### config.mk
export PLATFORM = sky130hd
export DESIGN_NAME = div_period_meter
export DESIGN_NICKNAME = d
export VERILOG_FILES = /design/src/rtl/div_period_meter.sv
export SDC_FILE = /design/constraint.sdc
export NUM_CORES = 1
export LEC_CHECK = 0
export CORE_MARGIN = 2
export CORE_UTILIZATION = 49
export DETAILED_ROUTE_END_ITERATION = 10
export PLACE_DENSITY = 0.74
export SLEW_MARGIN = 25
export SYNTH_ARGS = -nofsm -noshare
export SYNTH_HDL_FRONTEND = slang
export SYNTH_SLANG_ARGS = --single-unit
### constraint.sdc
create_clock -name IPTCLK -period 1.8 [get_ports IPTCLK]
set_clock_uncertainty 0.05 [all_clocks]
set_input_delay 0.54 -clock IPTCLK [delete_from_list [all_inputs] [get_ports IPTCLK]]
set_output_delay 0.54 -clock IPTCLK [all_outputs]
set_load 0.02 [all_outputs]
### src/rtl/div_period_meter.sv
// div_period_meter: measures the period of a slow divided clock SIG in cycles of IPTCLK.
// SIG is synchronized, rising edges are detected, and the count between consecutive
// rises is reported on PERIOD with a one-cycle VALID strobe. Counts saturate at all-ones.
// Optional feature macro: HIGHTIME_EN adds a high-time counter and the HIGHT output.
module div_period_meter #(
    parameter int unsigned CW = 16
) (
    input  logic          IPTCLK,
    input  logic          IPTRST,
    input  logic          SIG,
`ifdef HIGHTIME_EN
    output logic [CW-1:0] HIGHT,
`endif
    output logic [CW-1:0] PERIOD,
    output logic          VALID,
    output logic          OVF
);

    localparam logic [CW-1:0] CntMax = '1;
    localparam logic [CW-1:0] CntOne = CW'(1);

    typedef enum logic {StIdle, StRun} state_e;

    state_e        state_q, state_d;
    logic          s1, s2, s3;
    logic          rise;
    logic [CW-1:0] cnt_q, cnt_d;
    logic          sat_q, sat_d;
    logic [CW-1:0] period_q, period_d;
    logic          ovf_q, ovf_d;
    logic          valid_q, valid_d;

`ifdef HIGHTIME_EN
    logic [CW-1:0] hcnt_q, hcnt_d;
    logic [CW-1:0] hight_q, hight_d;
`endif

    // Two-flop synchronizer plus one delay stage for edge detection
    always_ff @(posedge IPTCLK or posedge IPTRST) begin
        if (IPTRST) begin
            s1 <= 1'b0;
            s2 <= 1'b0;
            s3 <= 1'b0;
        end else begin
            s1 <= SIG;
            s2 <= s1;
            s3 <= s2;
        end
    end

    assign rise = s2 & ~s3;

    // Next-state and result logic; the counter saturates instead of wrapping
    always_comb begin
        state_d  = state_q;
        cnt_d    = cnt_q;
        sat_d    = sat_q;
        period_d = period_q;
        ovf_d    = ovf_q;
        valid_d  = 1'b0;
`ifdef HIGHTIME_EN
        hight_d  = hight_q;
`endif
        case (state_q)
            StIdle: begin
                // First rise only starts the measurement
                if (rise) begin
                    state_d = StRun;
                    cnt_d   = CntOne;
                    sat_d   = 1'b0;
                end
            end
            StRun: begin
                if (rise) begin
                    period_d = cnt_q;
                    // A count that reached all-ones is reported as overflow even when
                    // the rise lands exactly on the saturating cycle
                    ovf_d    = sat_q | (cnt_q == CntMax);
                    valid_d  = 1'b1;
`ifdef HIGHTIME_EN
                    hight_d  = hcnt_q;
`endif
                    cnt_d    = CntOne;
                    sat_d    = 1'b0;
                end else if (cnt_q != CntMax) begin
                    cnt_d = cnt_q + CntOne;
                end else begin
                    sat_d = 1'b1;
                end
            end
            default: state_d = StIdle;
        endcase
    end

`ifdef HIGHTIME_EN
    // High-time counter: restarts on each rise, accumulates cycles with s2 high
    always_comb begin
        hcnt_d = hcnt_q;
        if (rise) begin
            hcnt_d = CntOne;
        end else if (s2 && (hcnt_q != CntMax)) begin
            hcnt_d = hcnt_q + CntOne;
        end
    end

    // High-time state and result registers
    always_ff @(posedge IPTCLK or posedge IPTRST) begin
        if (IPTRST) begin
            hcnt_q  <= '0;
            hight_q <= '0;
        end else begin
            hcnt_q  <= hcnt_d;
            hight_q <= hight_d;
        end
    end

    assign HIGHT = hight_q;
`endif

    // Measurement state and result registers
    always_ff @(posedge IPTCLK or posedge IPTRST) begin
        if (IPTRST) begin
            state_q  <= StIdle;
            cnt_q    <= '0;
            sat_q    <= 1'b0;
            period_q <= '0;
            ovf_q    <= 1'b0;
            valid_q  <= 1'b0;
        end else begin
            state_q  <= state_d;
            cnt_q    <= cnt_d;
            sat_q    <= sat_d;
            period_q <= period_d;
            ovf_q    <= ovf_d;
            valid_q  <= valid_d;
        end
    end

    assign PERIOD = period_q;
    assign VALID  = valid_q;
    assign OVF    = ovf_q;

endmodule

==> Flow_metrics.wiki <==
{| class="wikitable"
! Metric !! Value
|-
| Core outline area || 3340 um2
|-
| RePlAce Congestion || 0.923
|-
| Clock tree from TritonCTS || built
|-
| Req. time, crit path || 2.02 ns
|-
| Largest net degree at the start of global routing || 40
|-
| Top routing layer in use || met4
|-
| Worst hold stages || 0
|-
| Dominant register cell in the synthesized netlist || dfrtp_1
|-
| Post-detailed-placement cell area || approximately 2000 um2
|-
| Synth Area in Compound Gates || 6.36%
|-
| Share of cells above drive strength 1 || 27.2%
|-
| Summed area of non-filler cells in the final layout || 2150 um2
|-
| Final-report hold violation count || 0
|-
| Max-slew violations || 0
|-
| Worst hold path startpoint || s1$_DFF_PP0_
|-
| Via count of the first global-routing pass || between 1,000 and 1,500
|-
| Number of library cell types mapped by synthesis || 35
|-
| Yosys top cell area share || 57.0%
|-
| Site Rows || 21
|-
| Critical register-to-register path endpoint || cnt_q[6]$_DFFE_PP0P_
|-
| Synth-to-Final Area Change || 25.7%
|-
| Seq cells post-synth || 39
|-
| Maximum cell stage delay along the critical path || 0.38 ns
|-
| First-pass GRT wire length || between 5000 and 6000 um
|-
| Critical-path cell list || ha_2 -> nand3_2 -> buf_6 -> nor4_4 -> buf_6 -> a21oi_1 -> a211oi_2
|-
| Type of origin of the critical path || register
|-
| Largest family of logic cells by synthesized area || simple AND/OR/NAND/NOR gates
|-
| Worst min path class || register to register
|-
| Detailed router's first-iteration violation count || 14
|-
| Highest ir drop seen on vdd || 0.670 mV
|-
| IO Count || 21
|-
| Period Utilization, post-route || 97.3%
|-
| Synth Area in XOR/XNOR || 6.14%
|-
| Met3 Wirelength || 112 um
|-
| Most Frequent Cell on Critical Path || buf_6
|-
| Die width || 63.1 um
|-
| DRC violations left || 0
|-
| Clock latency of the later-clocked register in the worst-skew pair || 0.35 ns
|-
| Wire per inst || 14.3 um
|-
| Worst-path cell with the longest stage delay || dfrtp_1
|-
| Portion of netlist area occupied by mux cells || 9.21%
|-
| Achievable Freq || 571 MHz
|-
| Mapped Avg Cell Area || 11.6 um2
|-
| Final Net Count || 187
|-
| Met1 routed wirelength after detailed routing || 1490 um
|-
| Mapped Area || 1710 um2
|-
| Largest fanout on the critical path || 7
|-
| Start of the worst register-to-register path || cnt_q[1]$_DFFE_PP0P_
|-
| Actual transition at the worst max-transition pin || 0.344 ns
|-
| Height of the die || 63.1 um
|-
| Area of the die || 3980 um2
|-
| Clock buffer count from CTS || 5
|-
| Warnings, synthesis || 0
|-
| Wire length after detailed routing || 3290 um
|-
| CTS HTree Levels || 2
|-
| Post-Synthesis Net Count || about 150
|-
| Setup Crit Path Kind || register to register
|-
| Worst-case headroom to the max-slew limit || 76.9%
|-
| HPWL Detailed || 2260 um
|-
| Adder-cell area share of the yosys netlist || less than 1%
|-
| Final setup TNS || 0 ns
|-
| Share of synthesized flip-flops with an asynchronous set or reset || 100%
|-
| Post-DR vias/cell || roughly 5.3
|-
| Buffers added on ports || 20
|-
| Number of nets with antenna violations after detailed routing || 0
|-
| Time the worst path needs with I/O delays and setup || 1.75 ns
|-
| Gate count after technology mapping || 148
|-
| Initial antenna violation count || 0
|-
| Number of max-capacitance violations reported || 0
|-
| Power, Total || around 0.0019 W
|-
| Number of enable-type register cells in the synthesized netlist || 0
|-
| Count of TritonRoute iterations in the first routing pass || 4
|-
| Number of cells traversed by the worst register-to-register path || 7
|-
| Initial Util || 51.3%
|-
| Static power due to leakage || 1.04 nW
|-
| Top area cells in the synthesized netlist || dfrtp_1, mux2_2, xnor2_1
|-
| Setup repair after global routing missed its margin || true
|-
| Detailed-routed wire length on met2 || between 1500 and 2000 um
|-
| Number of clock sinks || 39
|-
| Simple-gate share of the synthesized area || a little under a fifth
|-
| Final antenna diode count || 0
|-
| Cell type with the largest total area after synthesis || dfrtp_1
|-
| Final setup viols || 0
|-
| Clock tree root buffer cell || clkbuf_4
|-
| Status || finished clean
|-
| Element type at the critical path end || register
|-
| Count leader, synth || dfrtp_1
|-
| Routed vias || about 1,200
|-
| Overflow left after global routing || 0
|-
| Share of the yosys chip area belonging to registers || 57.0%
|-
| All-layer global routing usage || 18.6%
|-
| Commonest cells in the netlist || dfrtp_1, mux2_2, nand2_1
|-
| Cell area power density || 880 nW/um2
|-
| Hold worst-path end || s2$_DFF_PP0_
|-
| WP data arrival || 1.97 ns
|-
| Max Buffers Root-to-Sink || 2
|-
| Minimum setup slack among reg-to-reg paths || 0.05 ns
|-
| Clock slew at the register clock pins of the worst setup and hold paths || 0.11 ns
|}
==> metrics by stage <==
step,setup slack (ns),instances,utilization (%),hold WS (ns)
floorplan,0.0282,148,-,0.281
global placement,0.103,220,61.4,0.298
detailed placement,0.0650,220,61.4,0.289
CTS,0.0326,228,62.8,0.320
global route,-0.0458,230,64.5,0.326
finish,0.0492,230,64.5,0.318
==> cell type report <==
| cell class | count | area (um2) |
|---|---|---|
| Sequential cell | 39 | 976 |
| Multi-Input combinational cell | 100 | 738 |
| Timing Repair Buffer | 33 | 295 |
| Inverter | 4 | 15.0 |
| Clock buffer | 8 | 68.8 |
| Tap cell | 46 | 57.6 |
| Fill cell | 292 | 1190 |
==> cells in the final DEF, fill, tap and decap left out, types with 2 or more instances in the layout <==
master,n
xnor2_1,9
inv_1,4
nand3_2,2
clkbuf_8,2
nand3_1,5
a21oi_1,3
clkbuf_4,5
dfrtp_1,39
and4_4,2
nand2b_1,2
xor2_1,3
buf_6,2
and2_1,3
a211oi_2,2
buf_4,10
nand4_1,2
dlygate4sd2_1,18
mux2_2,14
nor2_1,13
o21ai_0,5
clkdlybuf4s50_1,2
a211oi_1,2
nand2_1,14
nor3_1,3
==> where the power goes <==
| part | switching, W | internal [W] |
|---|---|---|
| sequential | 0.0000682 | 0.000955 |
| clock | 0.000272 | 0.000230 |
| combinational | 0.000205 | 0.000163 |
| total | 0.000545 | 0.00135 |
==> cell families (layout without fill, tap and decap cells) <==
logic type	count (synthesis)	after routing
AOI/OAI and AO/OA	17	17
xor gates and xnor gates	12	12
adders and majority gates	1	1
buffers and inverters	9	45
DFF	39	39
muxes	14	14
and+or+nand+nor	56	56
==> critical path, delay by kind of cell (launching register included) <==
family | cells | cell delay (ns)
compound gates | 2 | 0.38
fa+ha+maj | 1 | 0.20
buf+inv | 2 | 0.30
flops | 1 | 0.38
simple gates | 2 | 0.35
==> flip-flops by register name, indices dropped and copies added (netlist names) <==
name	count
PERIOD	16
cnt_q	16
OVF	1
VALID	1
s1	1
s2	1
s3	1
sat_q	1
state_q	1
==> what timing repair did <==
| item | in CTS | in global routing |
|---|---|---|
| buffers inserted | 0 | 2 |
| hold buffers | 0 | 0 |
| resized for setup | 18 | 10 |
| hold endpoints to repair | 0 | 0 |
| pin swaps | 0 | 6 |
| setup endpoints to repair | 18 | 9 |
==> layer usage <==
metal | vias up | global-route usage, %
li1 | 587 | -
met1 | 609 | 23.8
met2 | 20 | 28.7
met3 | 7 | 5.54
met4 | 0 | 9.17
met5 | - | 0
==> worst max path at each step <==
stage                                     from              endpoint  slack (ns)
after floorplan           cnt_q[0]$_DFFE_PP0P_  cnt_q[9]$_DFFE_PP0P_        0.03
after global placement    cnt_q[1]$_DFFE_PP0P_  cnt_q[9]$_DFFE_PP0P_        0.10
after detailed placement  cnt_q[1]$_DFFE_PP0P_  cnt_q[9]$_DFFE_PP0P_        0.07
after CTS                 cnt_q[1]$_DFFE_PP0P_  cnt_q[9]$_DFFE_PP0P_        0.03
after global routing      cnt_q[1]$_DFFE_PP0P_  cnt_q[2]$_DFFE_PP0P_       -0.05
final                     cnt_q[1]$_DFFE_PP0P_  cnt_q[6]$_DFFE_PP0P_        0.05
(Power assumes the default switching activity.)
